## config.mk

```make
export PLATFORM = sky130hd
export DESIGN_NAME = mem_arbiter
export DESIGN_NICKNAME = d
export VERILOG_FILES = /design/src/rtl/mem_arbiter.sv
export SDC_FILE = /design/constraint.sdc
export NUM_CORES = 1
export LEC_CHECK = 0
export ABC_CLOCK_PERIOD_IN_PS = 7230
export BUFFER_PORTS_ARGS = -buffer_cell sky130_fd_sc_hd__buf_2
export CAP_MARGIN = 15
export CORE_MARGIN = 5
export CORE_UTILIZATION = 31
export DETAILED_ROUTE_END_ITERATION = 10
export GPL_ROUTABILITY_DRIVEN = 0
export SYNTH_ARGS = -nofsm -noshare
export SYNTH_HDL_FRONTEND = slang
export SYNTH_SLANG_ARGS = --single-unit
export TNS_END_PERCENT = 20
```

## constraint.sdc

```tcl
create_clock -name i_clk -period 7.23 [get_ports i_clk]
set_clock_uncertainty 0.05 [all_clocks]
set_input_delay 0.723 -clock i_clk [delete_from_list [all_inputs] [get_ports i_clk]]
set_output_delay 0.723 -clock i_clk [all_outputs]
set_load 0.05 [all_outputs]
```

## src/rtl/mem_arbiter.sv

```systemverilog
// rtl/mem_arbiter.sv - two-to-one fetch/data arbiter in front of a single-port unified memory
// Data port has priority, bounded by a streak limit while a fetch waits; BUSY aborts after TIMEOUT cycles.
module mem_arbiter #(
  parameter int ADDR_W        = 32,
  parameter int DATA_W        = 32,
  parameter int DM_STREAK_MAX = 4,
  parameter int TIMEOUT       = 64
) (
  input  logic                i_clk,
  input  logic                i_rst,
  input  logic                i_if_req,
  input  logic [ADDR_W-1:0]   i_if_addr,
  output logic                o_if_ack,
  output logic [DATA_W-1:0]   o_if_rdata,
  input  logic                i_dm_req,
  input  logic                i_dm_we,
  input  logic [DATA_W/8-1:0] i_dm_be,
  input  logic [ADDR_W-1:0]   i_dm_addr,
  input  logic [DATA_W-1:0]   i_dm_wdata,
  output logic                o_dm_ack,
  output logic [DATA_W-1:0]   o_dm_rdata,
  output logic                o_err,
  output logic                o_mem_req,
  output logic                o_mem_we,
  output logic [DATA_W/8-1:0] o_mem_be,
  output logic [ADDR_W-1:0]   o_mem_addr,
  output logic [DATA_W-1:0]   o_mem_wdata,
  input  logic                i_mem_ack,
  input  logic [DATA_W-1:0]   i_mem_rdata
);
  localparam int BE_W = DATA_W / 8;
  localparam int SW   = $clog2(DM_STREAK_MAX + 1);
  localparam int TW   = $clog2(TIMEOUT);
  localparam logic [SW-1:0] STREAK_MAX = SW'(DM_STREAK_MAX);
  localparam logic [TW-1:0] TMO_LAST   = TW'(TIMEOUT - 1);

  typedef enum logic [1:0] {IDLE, BUSY, RESP} state_e;
  typedef enum logic {OWN_IF, OWN_DM} owner_e;

  state_e            state_q, state_d;
  owner_e            owner_q, owner_d;
  logic [SW-1:0]     streak_q, streak_d;
  logic [TW-1:0]     tmo_q, tmo_d;
  logic              mem_we_q, mem_we_d;
  logic [BE_W-1:0]   mem_be_q, mem_be_d;
  logic [ADDR_W-1:0] mem_addr_q, mem_addr_d;
  logic [DATA_W-1:0] mem_wdata_q, mem_wdata_d;
  logic [DATA_W-1:0] rdata_q, rdata_d;
  logic              err_q, err_d;
  logic              dm_wins;

  assign dm_wins = i_dm_req && (!i_if_req || (streak_q < STREAK_MAX));

  always_comb begin
    state_d     = state_q;
    owner_d     = owner_q;
    streak_d    = streak_q;
    tmo_d       = tmo_q;
    mem_we_d    = mem_we_q;
    mem_be_d    = mem_be_q;
    mem_addr_d  = mem_addr_q;
    mem_wdata_d = mem_wdata_q;
    rdata_d     = rdata_q;
    err_d       = err_q;
    case (state_q)
      IDLE: begin
        if (i_if_req || i_dm_req) begin
          state_d = BUSY;
          tmo_d   = '0;
          if (dm_wins) begin
            owner_d     = OWN_DM;
            mem_we_d    = i_dm_we;
            mem_be_d    = i_dm_be;
            mem_addr_d  = i_dm_addr;
            mem_wdata_d = i_dm_wdata;
            // Only grants that overtake a waiting fetch count toward the streak
            if (i_if_req && (streak_q != STREAK_MAX)) begin
              streak_d = streak_q + SW'(1);
            end
          end else begin
            owner_d     = OWN_IF;
            mem_we_d    = 1'b0;
            mem_be_d    = '1;
            mem_addr_d  = i_if_addr;
            mem_wdata_d = '0;
            streak_d    = '0;
          end
        end
      end
      BUSY: begin
        if (i_mem_ack) begin
          state_d = RESP;
          rdata_d = mem_we_q ? '0 : i_mem_rdata;
          err_d   = 1'b0;
        end else if (tmo_q == TMO_LAST) begin
          state_d = RESP;
          rdata_d = '0;
          err_d   = 1'b1;
        end else begin
          tmo_d = tmo_q + TW'(1);
        end
      end
      RESP:    state_d = IDLE;
      default: state_d = IDLE;
    endcase
  end

  always_ff @(posedge i_clk or posedge i_rst) begin
    if (i_rst) begin
      state_q     <= IDLE;
      owner_q     <= OWN_IF;
      streak_q    <= '0;
      tmo_q       <= '0;
      mem_we_q    <= 1'b0;
      mem_be_q    <= '0;
      mem_addr_q  <= '0;
      mem_wdata_q <= '0;
      rdata_q     <= '0;
      err_q       <= 1'b0;
    end else begin
      state_q     <= state_d;
      owner_q     <= owner_d;
      streak_q    <= streak_d;
      tmo_q       <= tmo_d;
      mem_we_q    <= mem_we_d;
      mem_be_q    <= mem_be_d;
      mem_addr_q  <= mem_addr_d;
      mem_wdata_q <= mem_wdata_d;
      rdata_q     <= rdata_d;
      err_q       <= err_d;
    end
  end

  // Every output decodes registered state only
  assign o_mem_req   = (state_q == BUSY);
  assign o_mem_we    = mem_we_q;
  assign o_mem_be    = mem_be_q;
  assign o_mem_addr  = mem_addr_q;
  assign o_mem_wdata = mem_wdata_q;
  assign o_if_ack    = (state_q == RESP) && (owner_q == OWN_IF);
  assign o_dm_ack    = (state_q == RESP) && (owner_q == OWN_DM);
  assign o_err       = (state_q == RESP) && err_q;
  assign o_if_rdata  = o_if_ack ? rdata_q : '0;
  assign o_dm_rdata  = o_dm_ack ? rdata_q : '0;

endmodule

```

==> results.md, run 1 <==
* Status: finished clean
* Fin nets at 847
* Largest family of logic cells by synthesized area: compound AO/OA/AOI/OAI gates
* Synth Warn # at 0
* Syn Area/Cell at 11.5 sq um
* Max-slew violations at 0
* CTS tree: done
* Final wirelength at 14300 um
* Sequential area share after synthesis at 56.7%
* XOR/XNOR Fraction of Synth Area at 0%
* Hold_buf cts at 0
* Total global routing overflow at 0
* Fin area at 7210 sq um
* DR vias at 4288
* Mux contribution to synthesized area at 6.76%
* Share of layout cells above drive strength 1 at 44.4%
* CP max stage cell: and3b_1
* Kind of end point of the critical path: output port
* Met2 Routed Length at 6580 um
* Cells after Synth at 437
* Starting Density at 31.7%
* Top Layer Used: met5
* Number of I/O port buffers at 274
* Yosys reg bits at 114
* WL/cell at 15.3 um
* CP max FO at 33
* Clk buf depth at 2
* Post-synthesis compound-gate area fraction at 17.7%
* Setup violators final at 0
* Initial antenna violation count at 1
* Post-DP HPWL at 10800 um
* Setup Fix Bufs, Post-CTS at 0
* Drt drc at 0
* Syn Std Cell Area at 5030 sq um
* Synth Area in Adders at 0.746%
* CTS buffer count at 17
* Worst min-delay path category: input pin to asynchronous set/reset pin
* Worst slew pin tran at 0.875 ns
* Die W at 137 um
* CP required at 6.46 ns
* Chip height at 137 um
* H-tree depth at 4
* First-pass GRT wire length at 21900 um
* Worst path arrival time at 2.17 ns
* Core area at 15900 sq um
* Crit start category: flip-flop
* Metal3 WL at 1670 um
* TNS Setup at 0 ns
* Post-route antenna net violation count at 0
* Cell Area, Placed at 6560 sq um
* RSZ-0062 raised after global routing: no
* Yosys cell types at 32
* DR iter-0 viols at 107
* Critical-path cell list: and3b_1 -> and2_1 -> buf_2
* Period utilization at 40.7%
* P per Cell Area at 505 nW/um^2
* Vias/cell at 4.59
* TritonCTS Sinks at 114
* DIE AREA at 18900 sq um
* Max cap viols at 0
* Area Overhead vs Synth at 43.2%
* Total leakage power at 0.00394 uW
* Vias in the first global route at 4320
* Wl on met1 at 5850 um
* Tot GR Track Use at 14.9%
* Syn nets at 578
* CTS root buf: clkbuf_16
* Simple-gate area share of the yosys netlist at 13.8%
* Final min period at 2.94 ns
* Fin. Hold Viols at 0
* FP Rows at 46
* VDD IR max at 0.271 mV
* Slowest stage delay, CP at 0.82 ns
* # resized after CTS at 0
* Peak Freq at 340 MHz
* Drt first pass iters at 4
* Clk pin slew, worst setup/hold paths at 0.05 ns
* Crit Path Class: flip-flop to output port
* Cell count of the worst reg-to-reg path at 4
* Worst relative slew slack at 41.7%
* IO Pins at 275
* Worst skew pair latency at 0.41 ns
* Ant diodes at 0
* Largest net degree at the start of global routing at 89
## state kept, by name (all words and copies together), names as in the netlist
name,cells
owner_q,1
state_q,2
tmo_q,6
o_mem_be,4
rdata_q,32
o_mem_wdata,32
err_q,1
o_mem_addr,32
o_mem_we,1
streak_q,3
## per-stage QoR
| step | hold slack, ns | utilization (%) | setup WS (ns) | power, uW | std cells |
|---|---|---|---|---|---|
| floorplan | 0.421 | - | 3.44 | 2360 | 437 |
| global placement | 0.411 | 41.3 | 4.78 | 2750 | 902 |
| detailed placement | 0.420 | 41.3 | 4.68 | 2770 | 902 |
| CTS | 0.416 | 45.2 | 4.24 | 3680 | 934 |
| global route | 0.445 | 45.4 | 4.06 | 3840 | 935 |
| finish | 0.375 | 45.4 | 4.29 | 3640 | 935 |
## final cells by class
| type | instances | area, sq um |
|---|---|---|
| fill | 1548 | 8680 |
| sequential | 114 | 2850 |
| multi-input combinational | 284 | 1980 |
| timing repair buffer | 281 | 1440 |
| clock buffer | 21 | 440 |
| tap | 216 | 270 |
| clock inverter | 11 | 185 |
| inverter | 8 | 32.5 |
## where the power goes
part	switching [uW]	internal, uW
combinational	1200	437
clock	276	608
sequential	188	930
total	1670	1970
## cells in the mapped netlist
library cell / instances / share of area [%]
and2_1: 65 / 8.1
a21boi_2: 1 / 0.22
o21ai_2: 2 / 0.35
o21a_1: 1 / 0.15
inv_1: 7 / 0.52
nor2_1: 3 / 0.22
a22o_1: 65 / 11
a32o_1: 1 / 0.20
nor2_4: 1 / 0.22
o21ai_0: 38 / 3.8
inv_2: 1 / 0.074
nand3_1: 7 / 0.70
o311ai_0: 1 / 0.17
nor3_2: 1 / 0.20
mux2i_1: 34 / 6.8
nand2_1: 44 / 3.3
o211ai_2: 1 / 0.25
and3b_1: 2 / 0.35
buf_4: 6 / 0.89
nor3_1: 2 / 0.20
buf_2: 10 / 0.99
a21oi_1: 3 / 0.30
nor3b_2: 1 / 0.25
clkbuf_1: 10 / 0.75
a21o_1: 1 / 0.15
nor4_1: 1 / 0.12
dfrtp_1: 114 / 57
buf_6: 5 / 1.1
o22a_1: 4 / 0.70
a31oi_1: 1 / 0.12
nand2b_2: 1 / 0.17
ha_1: 3 / 0.75
## routing by layer
layer	GRT usage, %	vias to the layer above
met5	0	-
met4	4.71	2
met3	6.43	11
met2	24.0	222
met1	17.9	1965
li1	-	2088
## cells by family after synthesis
family,Yosys count
adders and majority gates,3
DFF,114
buffers and inverters,39
and+or+nand+nor,128
AOI/OAI and AO/OA,119
muxes,34
## critical path: cells and delay by family, from the launching register on
kind / cells / cell delay (ns)
buffers and inverters: 1 / 0.26
AND/OR/NAND/NOR: 2 / 1.05
flip-flops: 1 / 0.45
## placed cells by master (no fill, tap or decap), drive strengths merged, types with 2 or more instances in the layout
| cell type | Yosys | layout |
|---|---|---|
| ha | 3 | 3 |
| dfrtp | 114 | 114 |
| buf | 21 | 281 |
| clkbuf | 10 | 21 |
| mux2i | 34 | 34 |
| and2 | 65 | 65 |
| nor3 | 3 | 3 |
| o21ai | 40 | 40 |
| nand3 | 7 | 7 |
| and3b | 2 | 2 |
| o22a | 4 | 4 |
| bufinv | 0 | 5 |
| clkinvlp | 0 | 2 |
| a22o | 65 | 65 |
| a21oi | 3 | 3 |
| nand2 | 44 | 44 |
| clkinv | 0 | 4 |
| nor2 | 4 | 4 |
| inv | 8 | 8 |
## path summary, 6_finish.rpt
| check | start | end | slack, ns |
|---|---|---|---|
| max | state_q[0] | o_dm_rdata[7] | 4.29 |
| min in group i_clk | o_mem_addr[27] | o_mem_addr[27] | 0.43 |
| max in group asynchronous | i_rst | o_mem_wdata[21] | 5.53 |
| max reg2reg | state_q[0] | o_mem_addr[4] | 5.33 |
| min reg2reg | o_mem_addr[27] | o_mem_addr[27] | 0.43 |
| min | i_rst | rdata_q[2] | 0.37 |
(Power assumes the default switching activity.)
==> run 2: changes to the inputs <==
- ABC_CLOCK_PERIOD_IN_PS: 7230 -> 3000
- clock period: 7.23 -> 3 ns (I/O delays scaled with it)
==> run 2 against run 1 <==
Die area stayed put. Combinational power is 140% higher. Flip-flop and latch count stayed put. Critical path type unchanged. Setup slack worse by 3.9 ns. Global-route usage is 0.44 points higher. Critical path depth stayed put.
==> results.md, run 2 (same netlist as run 1, synthesis figures left out) <==
* Status: finished clean
* TritonCTS Sinks at 114 (unchanged)
* Fin. Hold Viols at 0 (unchanged)
* Max cap viols at 0 (unchanged)
* CP startpoint: state_q[0]
* P per Cell Area at 1220 nW/um^2 (+140%)
* CTS buffer count at 17 (unchanged)
* Final wirelength at 14700 um (+3.1%)
* Area Overhead vs Synth at 43.5%
* Psw at 4060 uW (+140%)
* RSZ-0062 raised after global routing: no
* Clk pin slew, worst setup/hold paths at 0.05 ns (about the same)
* Worst slew pin tran at 0.923 ns (+0.0481 ns)
* Period utilization at 85.6%
* Tot GR Track Use at 15.3% (+0.44 points)
* Max-slew violations at 0 (unchanged)
* CTS root buf: clkbuf_16
* Worst min-delay path category: input pin to asynchronous set/reset pin
* CTS tree: done
* Switching share of power at 46.2% (+0.45 points)
* Setup violators final at 0 (unchanged)
* Chip height at 137 um (unchanged)
* Crit Path Class: flip-flop to output port
* Comb power frac at 45.2% (+0.2 points)
* Reg power frac at 30.7% (about the same)
* DIE AREA at 18900 sq um (unchanged)
* Most frequent cells in the layout: buf_2 (274), dfrtp_1 (114), a22o_1 (65), and2_1 (65), nand2_1 (44)
* Kind of end point of the critical path: output port
* Critical R2R Launch: state_q[0]
* Fin nets at 847 (unchanged)
* H-tree depth at 4 (unchanged)
* Final min period at 2.57 ns
* Share of layout cells above drive strength 1 at 44.8% (+0.42 points)
* Worst skew pair latency at 0.41 ns (about the same)
* TNS Setup at 0 ns (unchanged)
* Post-route antenna net violation count at 0 (unchanged)
* Post-DP HPWL at 11000 um (+1.4%)
* Largest net degree at the start of global routing at 115 (+29%)
* DR vias at 4270 (-0.42%)
* Number of I/O port buffers at 274 (unchanged)
* Drt first pass iters at 4 (unchanged)
* Hold_buf cts at 0 (unchanged)
* Vias in the first global route at 4435 (+2.7%)
* Total leakage power at 0.00394 uW (about the same)
* Most common cell after layout, fill and taps aside: buf_2
* # resized after CTS at 0 (unchanged)
* Total global routing overflow at 0 (unchanged)
* VDD IR max at 0.783 mV (+190%)
* Ant diodes at 0 (unchanged)
* Vias/cell at 4.57 (-0.42%)
* Die W at 137 um (unchanged)
* Worst path arrival time at 2.22 ns (+0.05 ns)
* WL/cell at 15.7 um (+3.1%)
* Initial antenna violation count at 0 (-1)
* Clock share of power at 24.1% (-0.2 points)
* Setup Fix Bufs, Post-CTS at 0 (unchanged)
* Clk buf depth at 2 (unchanged)
* IO Pins at 275 (unchanged)
* Starting Density at 31.7% (unchanged)
* Final core occ at 45.5% (+0.094 points)
* Worst relative slew slack at 38.5% (-3.2 points)
* FP Rows at 46 (unchanged)
* Crit start category: flip-flop
* Filler instances at 1543 (-0.32%)
* First-pass GRT wire length at 22500 um (+2.5%)
* CP max FO at 33 (unchanged)
* Peak Freq at 390 MHz
* P_int at 4730 uW (+140%)
* Drt drc at 0 (unchanged)
* Core area at 15900 sq um (unchanged)
* DR iter-0 viols at 133 (+24%)
* CP required at 2.65 ns (-3.81 ns)
==> run 2: cell types whose count changed in the layout (fill, tap and decap cells not counted), moves of 2 or more <==
cell        before  now
clkbuf_8         0    6
bufinv_16        5    3
buf_12           0    2
clkbuf_1         4    1
clkinv_2         4    2
clkinvlp_4       2    4
==> run 2: per-stage QoR <==
| stage | power (uW) | instances | setup WS, ns | area (sq um) | hold WS (ns) |
|---|---|---|---|---|---|
| finish | 8790 | 935 | 0.433 | 7220 | 0.0181 |
| global route | 9270 | 935 | 0.255 | 7220 | 0.0325 |
| CTS | 8920 | 935 | 0.394 | 7220 | 0.0311 |
| detailed placement | 6740 | 903 | 0.840 | 6590 | 0.416 |
| global placement | 6650 | 903 | 0.967 | 6590 | 0.406 |
| floorplan | 5690 | 437 | 0.814 | 5040 | 0.336 |
==> run 2: final cells by class <==
cell class              count  area, sq um  share of cell area (%)
clock inverters             8          123                    1.70
inverters                   8         33.8                   0.468
repair buffers            281         1450                    20.1
flip-flops and latches    114         2850                    39.5
clock buffers              24          512                    7.08
well taps                 216          270                    3.74
multi-input cells         284         1980                    27.5
==> run 2: power groups by stage <==
stage	Combinational [uW]	Clock (uW)	Sequential (uW)
after floorplan	1470	0	4220
after global placement	3960	0	2690
after detailed placement	4040	0	2700
after CTS	4030	2180	2710
after global routing	4220	2250	2790
final	3970	2120	2700
==> run 2: layer usage <==
layer / vias to the layer above / share of wire (%) / global-route usage, %
met4: 0 / 1.0 / 4.38
met5: - / 0 / 0
met2: 215 / 47 / 25.5
met3: 11 / 11 / 6.72
li1: 2081 / - / -
met1: 1963 / 41 / 17.9
==> run 2: final timing paths <==
kind	slack (ns)	endpoint	cells after the start
worst min register to register	0.42	o_mem_addr[0]	2
min in group i_clk	0.05	o_mem_be[2]	2
worst min-delay path	0.02	o_mem_wdata[6]	3
max in group asynchronous	2.42	o_mem_wdata[18]	3
worst max-delay path	0.43	o_dm_rdata[6]	3
worst max register to register	1.21	o_mem_wdata[19]	4
==> run 2: critical path, cell delays in order, from the launching register on <==
cell and delay [ns]:
dfrtp_1 0.45, and3b_1 0.85, and2_1 0.23, buf_2 0.27
==> run 3: changes to the inputs <==
- GPL_ROUTABILITY_DRIVEN: 0 -> unset
- MAX_ROUTING_LAYER: unset -> met4
- RECOVER_POWER: unset -> 50
==> run 3 against run 2 <==
Register-to-register slack worse by 0.21 ns. Wire length is 0.20% lower. Sequential power hardly changed. Clock power hardly changed. Fmax is 1.9% higher. Non-clock buffer count stayed put. Setup slack better by 0.049 ns. The run now ends with max-capacitance violations, max-slew violations left. Critical endpoint unchanged.
==> results.md, run 3 (same netlist as run 1, synthesis figures left out) <==
* Ant diodes at 0 (unchanged)
* WL/cell at 15.7 um (-0.20%)
* P per Cell Area at 1220 nW/um^2 (about the same)
* Total leakage power at 0.00372 uW (-5.6%)
* Core area at 15900 sq um (unchanged)
* IO Pins at 275 (unchanged)
* Final core occ at 44.8% (-0.67 points)
* # resized after CTS at 0 (unchanged)
* Final critical-path setup slack at 0.481 ns (+0.0485 ns)
* TritonCTS Sinks at 114 (unchanged)
* Worst slew pin tran at 1.53 ns (+0.606 ns)
* Chip height at 137 um (unchanged)
* Pre-CTS setup slack at 0.840 ns (unchanged)
* Total global routing overflow at 0 (unchanged)
* Worst relative slew slack at -1.90% (-40 points)
* DIE AREA at 18900 sq um (unchanged)
* Tot Pwr at 8670 uW (-1.4%)
* Drt first pass iters at 4 (unchanged)
* VDD IR max at 0.745 mV (-4.8%)
* Setup violators final at 0 (unchanged)
* Final wirelength at 14700 um (-0.20%)
* CTS tree: done
* Filler instances at 1581 (+2.5%)
* Vias/cell at 4.63 (+1.3%)
* Vias in the first global route at 4465 (+0.68%)
* Worst path arrival time at 2.17 ns (-0.05 ns)
* Placed insts at 903 (unchanged)
* Drt drc at 0 (unchanged)
* DR iter-0 viols at 156 (+17%)
* Fin nets at 847 (unchanged)
* CTS root buf: clkbuf_16
* Max-slew violations at 115 (+115)
* Most common cell after layout, fill and taps aside: buf_2
* Share of layout cells above drive strength 1 at 35.3% (-9.5 points)
* Post-route antenna net violation count at 0 (unchanged)
* CTS buffer count at 17 (unchanged)
* Final min period at 2.52 ns (-0.0485 ns)
* Worst skew pair latency at 0.40 ns (about the same)
* Number of I/O port buffers at 274 (unchanged)
* Layout Cells excl Fill at 935 (unchanged)
* Tot GR Track Use at 15.8% (+0.46 points)
* Largest net degree at the start of global routing at 115 (unchanged)
* Setup Fix Bufs, Post-CTS at 0 (unchanged)
* Clk pin slew, worst setup/hold paths at 0.05 ns (about the same)
* FP Rows at 46 (unchanged)
* CP max FO at 33 (unchanged)
* Die W at 137 um (unchanged)
* Post-DP HPWL at 11000 um (unchanged)
* Max cap viols at 1 (+1)
* H-tree depth at 4 (unchanged)
* CP required at 2.65 ns (about the same)
* Worst min-delay path category: input pin to flip-flop
* Hold_buf cts at 0 (unchanged)
* Cell count of the worst reg-to-reg path at 4 (unchanged)
* Starting Density at 31.7% (unchanged)
* Fin. Hold Viols at 0 (unchanged)
* Status: finished with violations
* TNS Setup at 0 ns (unchanged)
* Crit start category: flip-flop
* Multi-input logic area at 1970 sq um (-0.57%)
* Period utilization at 84.0% (-1.6 points)
* DR vias at 4327 (+1.3%)
* Violated checks: max-capacitance violations, max-slew violations
* Peak Freq at 397 MHz (+1.9%)
* Initial antenna violation count at 0 (unchanged)
* Register area at 2850 sq um (unchanged)
* Kind of end point of the critical path: output port
* RSZ-0062 raised after global routing: no
* Clk buf depth at 2 (unchanged)
* Area Overhead vs Synth at 41.4%
* WHS Path Cells at 2
* Most frequent cells in the layout: buf_2 (208), dfrtp_1 (114), clkbuf_1 (67), a22o_1 (65), and2_1 (65)
* Routability Congestion at 0.757
* Crit Path Class: flip-flop to output port
* First-pass GRT wire length at 22400 um (-0.18%)
## run 3: worst max-delay path, cell delays in order, from the launching register on
cell	delay, ns
dfrtp_1	0.42
and3b_1	0.83
and2_1	0.23
buf_2	0.27
## run 3: final timing paths
kind	start	end	slack, ns
worst max register to register	state_q[0]	o_mem_wdata[19]	1.00
worst min-delay path	i_dm_be[2]	o_mem_be[2]	0.05
min in group asynchronous	i_rst	o_mem_wdata[6]	0.40
worst max-delay path	state_q[0]	o_dm_rdata[6]	0.48
worst min register to register	o_mem_addr[0]	o_mem_addr[0]	0.42
max in group asynchronous	i_rst	o_mem_wdata[19]	1.54
## run 3: where the power goes
group          leakage [uW]  switching, uW  total, uW  internal, uW
clock              0.000304            688       2120          1440
combinational       0.00198           2920       3840           921
sequential          0.00144            467       2710          2240
## run 3: through the flow
stage	hold WS, ns	area (sq um)
after floorplan	0.336	5040
after global placement	0.406	6590
after detailed placement	0.416	6590
after CTS	0.0311	7220
after global routing	0.0305	7120
final	0.0545	7120
## run 3: layout make-up
type / instances / share of cell area [%]
timing repair buffer: 281 / 19.0
multi-input combinational: 284 / 27.7
inverter: 8 / 0.475
tap: 216 / 3.80
clock buffer: 24 / 7.19
clock inverter: 8 / 1.72
sequential: 114 / 40.1
## run 3: layer usage
metal / GRT usage (%) / up-vias / wire length [um]
li1: - / 2080 / -
met1: 18.5 / 2011 / 6070
met2: 25.5 / 223 / 6920
met3: 5.88 / 13 / 1510
met4: 4.38 / 0 / 183
met5: - / - / 0
